===== src/rtl/tinyqv_pkg.sv =====
// Shared TinyQV definitions: instruction length encoding used by the aligner, decoder and core.
package tinyqv_pkg;

  localparam logic [1:0] INSTR_LEN_16 = 2'b01;
  localparam logic [1:0] INSTR_LEN_32 = 2'b10;

  function automatic logic is_compressed(input logic [15:0] hw);
    return hw[1:0] != 2'b11;
  endfunction

endpackage


===== src/rtl/tinyqv_hw_fifo.sv =====
// Halfword shift FIFO: push at the tail, pop one or two from the head, clear.
module tinyqv_hw_fifo #(
  parameter int BUF_HW = 4,
  parameter int CW     = $clog2(BUF_HW + 1)
) (
  input  logic          clk,
  input  logic          rstn,
  input  logic          push,
  input  logic [15:0]   push_data,
  input  logic          pop,
  input  logic          pop_two,
  input  logic          clear,
  output logic [15:0]   hw0,
  output logic [15:0]   hw1,
  output logic [CW-1:0] count
);

  logic [15:0]   slot_q [BUF_HW];
  logic [15:0]   slot_d [BUF_HW];
  logic [CW-1:0] count_q;
  logic [CW-1:0] count_d;
  logic [CW-1:0] pop_n;
  logic [CW-1:0] wr_idx;

  always_comb begin
    pop_n  = pop ? (pop_two ? CW'(2) : CW'(1)) : '0;
    // The pushed halfword lands after whatever survives this cycle's pop.
    wr_idx = count_q - pop_n;
    for (int i = 0; i < BUF_HW; i++) begin
      slot_d[i] = '0;
      if (!pop) begin
        slot_d[i] = slot_q[i];
      end else if (!pop_two) begin
        if (i + 1 < BUF_HW) slot_d[i] = slot_q[(i + 1) % BUF_HW];
      end else begin
        if (i + 2 < BUF_HW) slot_d[i] = slot_q[(i + 2) % BUF_HW];
      end
      if (push && wr_idx == CW'(i)) slot_d[i] = push_data;
    end
    count_d = count_q - pop_n + (push ? CW'(1) : CW'(0));
    if (clear) begin
      count_d = '0;
      for (int i = 0; i < BUF_HW; i++) slot_d[i] = '0;
    end
  end

  always_ff @(posedge clk or negedge rstn) begin
    if (!rstn) begin
      count_q <= '0;
      for (int i = 0; i < BUF_HW; i++) slot_q[i] <= '0;
    end else begin
      count_q <= count_d;
      for (int i = 0; i < BUF_HW; i++) slot_q[i] <= slot_d[i];
    end
  end

  assign hw0   = slot_q[0];
  assign hw1   = slot_q[1];
  assign count = count_q;

endmodule


===== src/rtl/tinyqv_instr_aligner.sv =====
// Re-forms the fetched halfword stream into whole 16/32-bit instructions with their PC.
module tinyqv_instr_aligner
  import tinyqv_pkg::*;
#(
  parameter int PC_BITS = 24,
  parameter int BUF_HW  = 4
) (
  input  logic               clk,
  input  logic               rstn,
  input  logic [15:0]        fetch_data,
  input  logic               fetch_valid,
  output logic               fetch_ready,
  input  logic               flush,
  input  logic [PC_BITS-1:0] flush_pc,
  output logic [31:0]        instr,
  output logic               instr_valid,
  output logic [1:0]         instr_len,
  output logic [PC_BITS-1:0] instr_pc,
  input  logic               instr_ack
);

  localparam int CW = $clog2(BUF_HW + 1);

  logic [15:0]        hw0;
  logic [15:0]        hw1;
  logic [CW-1:0]      count;
  logic               compressed;
  logic               do_push;
  logic               do_pop;
  logic [PC_BITS-1:0] pc_q;

  // Valid and ready depend only on registered state, so no input reaches them combinationally.
  assign compressed  = is_compressed(hw0);
  assign instr_len   = compressed ? INSTR_LEN_16 : INSTR_LEN_32;
  assign instr_valid = compressed ? (count != '0) : (count >= CW'(2));
  assign fetch_ready = count != CW'(BUF_HW);
  assign instr       = compressed ? {16'h0000, hw0} : {hw1, hw0};
  assign instr_pc    = pc_q;

  assign do_push = fetch_valid && fetch_ready && !flush;
  assign do_pop  = instr_ack && instr_valid && !flush;

  tinyqv_hw_fifo #(
    .BUF_HW (BUF_HW),
    .CW     (CW)
  ) u_fifo (
    .clk       (clk),
    .rstn      (rstn),
    .push      (do_push),
    .push_data (fetch_data),
    .pop       (do_pop),
    .pop_two   (!compressed),
    .clear     (flush),
    .hw0       (hw0),
    .hw1       (hw1),
    .count     (count)
  );

  always_ff @(posedge clk or negedge rstn) begin
    if (!rstn) begin
      pc_q <= '0;
    end else if (flush) begin
      pc_q <= flush_pc & ~PC_BITS'(1);
    end else if (do_pop) begin
      pc_q <= pc_q + (compressed ? PC_BITS'(2) : PC_BITS'(4));
    end
  end

endmodule


===== config.mk =====
export PLATFORM = sky130hd
export DESIGN_NAME = tinyqv_instr_aligner
export DESIGN_NICKNAME = d
export VERILOG_FILES = /design/src/rtl/tinyqv_pkg.sv /design/src/rtl/tinyqv_hw_fifo.sv /design/src/rtl/tinyqv_instr_aligner.sv
export SDC_FILE = /design/constraint.sdc
export NUM_CORES = 1
export LEC_CHECK = 0
export ABC_AREA = 0
export CAP_MARGIN = 20
export CORE_AREA = 2 2 111 113
export DETAILED_ROUTE_END_ITERATION = 8
export DIE_AREA = 0 0 113 115
export PLACE_DENSITY = 0.77
export SYNTH_ARGS = -nofsm -noshare
export SYNTH_HDL_FRONTEND = slang
export SYNTH_HIERARCHICAL = 1
export SYNTH_SLANG_ARGS = --single-unit

===== constraint.sdc =====
create_clock -name clk -period 3.3 [get_ports clk]
set_input_delay 0.825 -clock clk [delete_from_list [all_inputs] [get_ports clk]]
set_output_delay 0.825 -clock clk [all_outputs]
set_load 0.05 [all_outputs]

==> flow_summary.json, run 1 <==
{
  "syn_area_um2": 5580,
  "die_h_um": 115,
  "finalCritPeriodShare": 0.910,
  "crit_type": "reg2reg",
  "coreArea_um2": 11800,
  "dp_hpwl_um": 9320,
  "slew_headroom": 0.459,
  "r2r-start": "u_fifo/hw0[1]",
  "fmaxAchievable_mhz": 333,
  "syn_nets": 629,
  "wirelength_um": 13900,
  "violations": "design-rule violations",
  "cp_max_fo": 37,
  "async_flop_share": 1.00,
  "grt_pass1_wl_um": 22900,
  "slowest_delay_ns": 0.46,
  "multi_input_area_um2": 2880,
  "powerDensity_nw_per_um2": 633,
  "crit_start": "u_fifo/hw0[1]",
  "critPathArrivalTime_ns": 3.20,
  "final_util": 0.587,
  "rrSetupSlack_ns": 0.30,
  "initial_core_util": 0.472,
  "grt_pass1_vias": 4630,
  "nNetsFinal": 696,
  "io_pins": 105,
  "globalRoute.totalOverflow": 0,
  "vias": 4502,
  "die_area_um2": 13000,
  "reg2reg_depth": 11,
  "critPathLaunchType": "flip-flop",
  "htreeDepth": 3,
  "gp_congestion": 0.819,
  "seqCellArea_um2": 2250,
  "crit_cells": 11,
  "slowest_stage": "buf_4",
  "crit_family": "buffers and inverters",
  "worst_pin_slew_ns": 0.811,
  "clk_latency_ns": 0.34,
  "drtAntennaViolNets": 0,
  "grt_setup_unrepaired": "false",
  "routedWlPerCell_um": 17.5,
  "drc": 11,
  "post_cts_resized": 0,
  "hp-class": "in2async",
  "drt-initial-drc-count": 316,
  "worstPathCellList": "buf_4 -> and2_4 -> buf_4 -> inv_1 -> xnor2_1 -> ha_1 -> a31o_2 -> nand3_2 -> or4_1 -> xnor2_1 -> o21ai_1",
  "worst_setup_path_end_kind": "flip-flop",
  "numCtsBuffers": 9,
  "synth-seq-area-share": 0.404,
  "cts_buffer_depth": 2,
  "setup_violations": 0,
  "synth_cells": 579,
  "maxCapViolCount": 0,
  "firstDrtPassIters": 7,
  "clock_skew_ns": 0.00618,
  "crit_buf_inv": 3,
  "hold_violations": 0,
  "cts-root-buf": "clkbuf_16",
  "min_period_ns": 3.00,
  "synth_seq_cells": 90,
  "syn_to_final_growth_pct": 24.2,
  "antenna_found_initial": 0,
  "grt_max_degree": 79,
  "status": "finished, violations left",
  "tns_ns": 0,
  "cts_sinks": 90,
  "avgViaCountPerCell": 5.64,
  "worstPathRequired_ns": 3.50,
  "gr-usage-all-layers": 0.220,
  "p_leak_nw": 2.96,
  "slew_viol_final": 0,
  "port-buffer-count": 102,
  "antennaDiodeCount": 0,
  "synth-edff-count": 0,
  "nFillCells": 993,
  "ir_worst_vdd_v": 0.000286,
  "clk_pin_slew_ns": 0.07,
  "cp-endpoint": "instr_pc[15]",
  "r2r-end": "instr_pc[15]",
  "die_w_um": 113,
  "drive_gt1_frac": 0.109,
  "synthDistinctLibCells": 53,
  "cts_tree": "built",
  "synth-main-ff-cell": "dfrtp_1",
  "rows": 40,
  "syn_area_per_cell_um2": 9.64,
  "ys_warn_count": 6
}
## cell usage after synthesis, types with 2 or more instances
| master | number | area [um2] |
|---|---|---|
| a21o_1 | 16 | 120 |
| a21oi_1 | 32 | 160 |
| a22o_1 | 32 | 280 |
| a31oi_1 | 2 | 12.5 |
| a41oi_2 | 2 | 32.5 |
| and2_1 | 2 | 12.5 |
| and3_1 | 22 | 138 |
| buf_1 | 2 | 7.51 |
| buf_2 | 10 | 50.1 |
| buf_4 | 40 | 300 |
| clkbuf_1 | 22 | 82.6 |
| dfrtp_1 | 90 | 2250 |
| ha_1 | 4 | 50.1 |
| inv_1 | 6 | 22.5 |
| mux2_2 | 2 | 22.5 |
| mux2i_1 | 66 | 661 |
| nand2_1 | 41 | 154 |
| nand2b_1 | 33 | 206 |
| nand3_1 | 7 | 35.0 |
| nand3_2 | 3 | 30.0 |
| nand3b_1 | 16 | 120 |
| nand4_1 | 11 | 68.8 |
| nor2_1 | 43 | 161 |
| nor2b_1 | 2 | 12.5 |
| nor3_1 | 3 | 15.0 |
| nor4_1 | 4 | 25.0 |
| nor4b_4 | 2 | 47.6 |
| o21ai_0 | 9 | 45.0 |
| o21ai_1 | 10 | 50.1 |
| or3_1 | 2 | 12.5 |
| or4_1 | 2 | 15.0 |
| xnor2_1 | 7 | 61.3 |
| xor2_1 | 14 | 123 |
## repair_timing
item	in CTS	in global routing
setup buffers	3	0
endpoints found under the hold margin	0	0
setup endpoints to repair	18	0
hold buffers	0	0
## final cells by class
type | count | share of cell area
clock buffers | 12 | 0.0370
clock inverters | 4 | 0.00722
inverters | 8 | 0.00433
multi-input cells | 406 | 0.416
flip-flops and latches | 90 | 0.325
well taps | 147 | 0.0265
repair buffers | 131 | 0.184
## kinds of logic (layout without fill, tap and decap cells)
kind of cell / count (synthesis) / after routing / synth area share
and+or+nand+nor: 198 / 198 / 0.196
xor gates and xnor gates: 22 / 22 / 0.0379
buffers and inverters: 83 / 155 / 0.0852
AOI/OAI and AO/OA: 111 / 111 / 0.139
other: 1 / 1 / 0.000672
DFF: 90 / 90 / 0.404
adders and majority gates: 6 / 6 / 0.0146
muxes: 68 / 68 / 0.122
## per-stage QoR
step	hold WS, ns	setup slack [ns]	cell area (um2)	total power [mW]	cells
after global routing	0.514	0.0117	6930	4.61	798
after floorplan	0.520	-0.0741	5670	2.91	579
after CTS	0.495	0.309	6930	4.40	798
after detailed placement	0.546	-0.365	6590	3.32	779
after global placement	0.534	-0.309	6590	3.28	779
final	0.476	0.297	6930	4.38	798
## how the worst min path moves through the flow
stage	from	endpoint	slack, ns	depth (start not counted)
2_1_floorplan	u_fifo/slot_q[10]	u_fifo/slot_q[10]	0.52	2
3_3_place_gp	u_fifo/slot_q[13]	u_fifo/slot_q[13]	0.53	2
3_5_place_dp	u_fifo/slot_q[12]	u_fifo/slot_q[12]	0.55	2
4_1_cts	rstn	u_fifo/hw0[5]	0.49	1
5_1_grt	rstn	u_fifo/hw0[5]	0.51	1
6_report	rstn	u_fifo/hw0[5]	0.48	1
## metal layers
metal / wire, um / up-vias / GRT usage / part of all wire
li1: - / 2138 / - / -
met1: 5800 / 2187 / 0.271 / 0.42
met2: 7020 / 156 / 0.384 / 0.50
met3: 856 / 21 / 0.0459 / 0.061
met4: 269 / 0 / 0.0821 / 0.019
met5: 0 / - / 0 / 0
## power breakdown
group / switching (mW) / internal, mW / leakage [nW] / total [mW]
Sequential: 0.160 / 1.29 / 1.20 / 1.45
Clock: 0.433 / 0.628 / 0.145 / 1.06
Combinational: 1.13 / 0.741 / 1.61 / 1.88
## registers in the layout (all words and copies together) (netlist names)
name / count
u_fifo/slot_q: 32
instr_pc: 23
u_fifo/hw0: 16
u_fifo/hw1: 16
u_fifo/count: 3
## cells in the final DEF (no fill, tap or decap), drive strengths merged, types with 3 or more instances in the layout
cell type,netlist,layout
inv,7,7
a21o,16,16
nor3,3,3
ha,4,4
a22o,32,32
nand2b,33,33
and3,23,23
clkdlybuf4s50,0,98
xnor2,8,8
xor2,14,14
nand2,41,41
nor4,4,4
mux2i,66,66
dfrtp,90,90
and2,3,3
clkbuf,23,12
a21oi,32,32
nand3,10,10
o21ai,19,19
buf,52,33
nor2,43,43
nand3b,16,16
nand4,11,11
Power figures use the tool's default switching activity.
==> run 2: changes to the inputs <==
Clock period 3.3 ns to 2.6 ns, I/O delays scaled along.
==> run 2 against run 1 <==
Effect of this change:
- the run ends with design-rule violations, negative setup slack left
- register-to-register slack worse by 0.30 ns
- fmax rose by 15%
- setup slack worse by 0.30 ns
- first-iteration DRC count increased by 21%
- critical endpoint is now u_fifo/hw1[7]
- largest cell class unchanged
- highest routed layer unchanged
==> flow_summary.json, run 2 (synthesized netlist as in run 1, its figures left out) <==
{
  "regMostFlops": "u_fifo/slot_q",
  "slew_viol_final": 0,
  "vias": 4716,
  "status": "finished, violations left",
  "gr-usage-all-layers": 0.229,
  "fin_cells": 810,
  "syn_to_final_growth_pct": 29.8,
  "setup_violations": 2,
  "nFillCells": 968,
  "hp-class": "in2async",
  "cp_max_fo": 6,
  "cts_tree": "built",
  "ir_worst_vdd_v": 0.000418,
  "rows": 40,
  "worstPathCellList": "a21boi_4 -> o31ai_4 -> nor2_4 -> nor2b_4 -> ha_4 -> fa_2 -> nand2_4 -> nor4b_4 -> buf_4 -> a22o_1",
  "htreeDepth": 3,
  "slowest_stage": "fa_2",
  "powerDensity_nw_per_um2": 799,
  "slew_headroom": 0.452,
  "port-buffer-count": 102,
  "critPathArrivalTime_ns": 2.89,
  "numCtsBuffers": 9,
  "worst_slack_ns": -0.00172,
  "antennaDiodeCount": 0,
  "worst_setup_path_end_kind": "flip-flop",
  "firstDrtPassIters": 8,
  "clk_pin_slew_ns": 0.07,
  "die_h_um": 115,
  "worst_pin_slew_ns": 0.822,
  "nNetsFinal": 708,
  "drive_gt1_frac": 0.157,
  "io_pins": 105,
  "wirelength_um": 14800,
  "finalCritPeriodShare": 1.00,
  "drt-initial-drc-count": 383,
  "cts-root-buf": "clkbuf_16",
  "coreArea_um2": 11800,
  "maxCapViolCount": 0,
  "crit_type": "reg2reg",
  "dp_hpwl_um": 10000,
  "avgViaCountPerCell": 5.82,
  "largest_reg_flops": 32,
  "clk_latency_ns": 0.34,
  "cts_sinks": 90,
  "layout_common_cells": "dfrtp_1, clkdlybuf4s50_1, mux2i_1",
  "violations": "design-rule violations, negative setup slack",
  "die_area_um2": 13000,
  "drtAntennaViolNets": 0,
  "fmaxAchievable_mhz": 384,
  "final_common_cell": "dfrtp_1",
  "grt_pass1_vias": 4784,
  "cts_buffer_depth": 2,
  "drc": 11,
  "slowest_delay_ns": 0.61,
  "critPathLaunchType": "flip-flop",
  "grt_pass1_wl_um": 23700,
  "gp_congestion": 0.835,
  "grt_max_degree": 79,
  "p_leak_nw": 3.12,
  "hold_buffers": 0,
  "die_w_um": 113,
  "worstPathRequired_ns": 2.88,
  "globalRoute.totalOverflow": 0,
  "clock_skew_ns": 0.00739,
  "initial_core_util": 0.472,
  "dp_slack_ns": -0.472,
  "min_period_ns": 2.60,
  "hold_violations": 0,
  "dp.cells": 790,
  "antenna_found_initial": 0,
  "routedWlPerCell_um": 18.3,
  "grt_setup_unrepaired": "true"
}
## run 2: changes by cell type in the layout (fill, tap and decap cells not counted), sizes merged
cell	delta
clkinvlp	-1
dlygate4sd2	+1
clkdlybuf4s50	-20
clkbuf	+1
buf	+31
## run 2: cell type report
class                   count  area (um2)  area share
well taps                 147         184      0.0254
clock inverters             3        46.3     0.00639
inverters                   8        30.0     0.00415
repair buffers            143        1550       0.214
clock buffers              13         270      0.0373
flip-flops and latches     90        2250       0.311
multi-input cells         406        2910       0.402
## run 2: through the flow
stage | util | cell area [um2] | hold WS [ns] | power [mW] | TNS [ns]
floorplan | - | 5700 | 0.354 | 3.73 | -32.24
global placement | 0.579 | 6830 | 0.533 | 4.25 | -23.29
detailed placement | 0.579 | 6830 | 0.550 | 4.33 | -27.95
CTS | 0.608 | 7190 | 0.323 | 5.75 | -0.167
global route | 0.613 | 7240 | 0.339 | 6.07 | -3.94
finish | 0.613 | 7240 | 0.302 | 5.79 | -0.00320
## run 2: worst paths after layout
check | to | slack, ns | start | cells after the start
worst min register to register | u_fifo/slot_q[4] | 0.55 | u_fifo/slot_q[4] | 2
min in group clk | u_fifo/slot_q[4] | 0.55 | u_fifo/slot_q[4] | 2
worst max-delay path | u_fifo/hw1[7] | -0.002 | u_fifo/count[0] | 10
worst min-delay path | u_fifo/hw0[6] | 0.30 | rstn | 1
max in group asynchronous | instr_pc[10] | 1.65 | rstn | 2
worst max register to register | u_fifo/hw1[7] | -0.002 | u_fifo/count[0] | 10
## run 2: worst max-delay path, delay by kind of cell (launching register included)
| kind | cells | cell delay [ns] |
|---|---|---|
| fa+ha+maj | 2 | 0.76 |
| compound gates | 3 | 0.58 |
| simple gates | 4 | 0.58 |
| flops | 1 | 0.38 |
| buf+inv | 1 | 0.24 |
## run 2: metal layers
layer  vias to the layer above  wire length, um  global-route usage
met5                         -                0                   0
met4                         0              350              0.0886
met3                        27              779              0.0401
met2                       163             7510               0.394
met1                      2358             6190               0.289
li1                       2168                -                   -
## run 2: timing repair
item / 4_1_cts / 5_1_grt
setup buffers: 3 / 1
endpoints found under the setup margin: 65 / 61
gates resized for setup: 4 / 12
pin swaps: 15 / 18
## run 2: where the power goes
group / internal [mW] / leakage [nW] / switching [mW]
Clock: 0.826 / 0.152 / 0.548
Sequential: 1.63 / 1.20 / 0.197
Combinational: 1.06 / 1.77 / 1.53
Total: 3.52 / 3.12 / 2.27
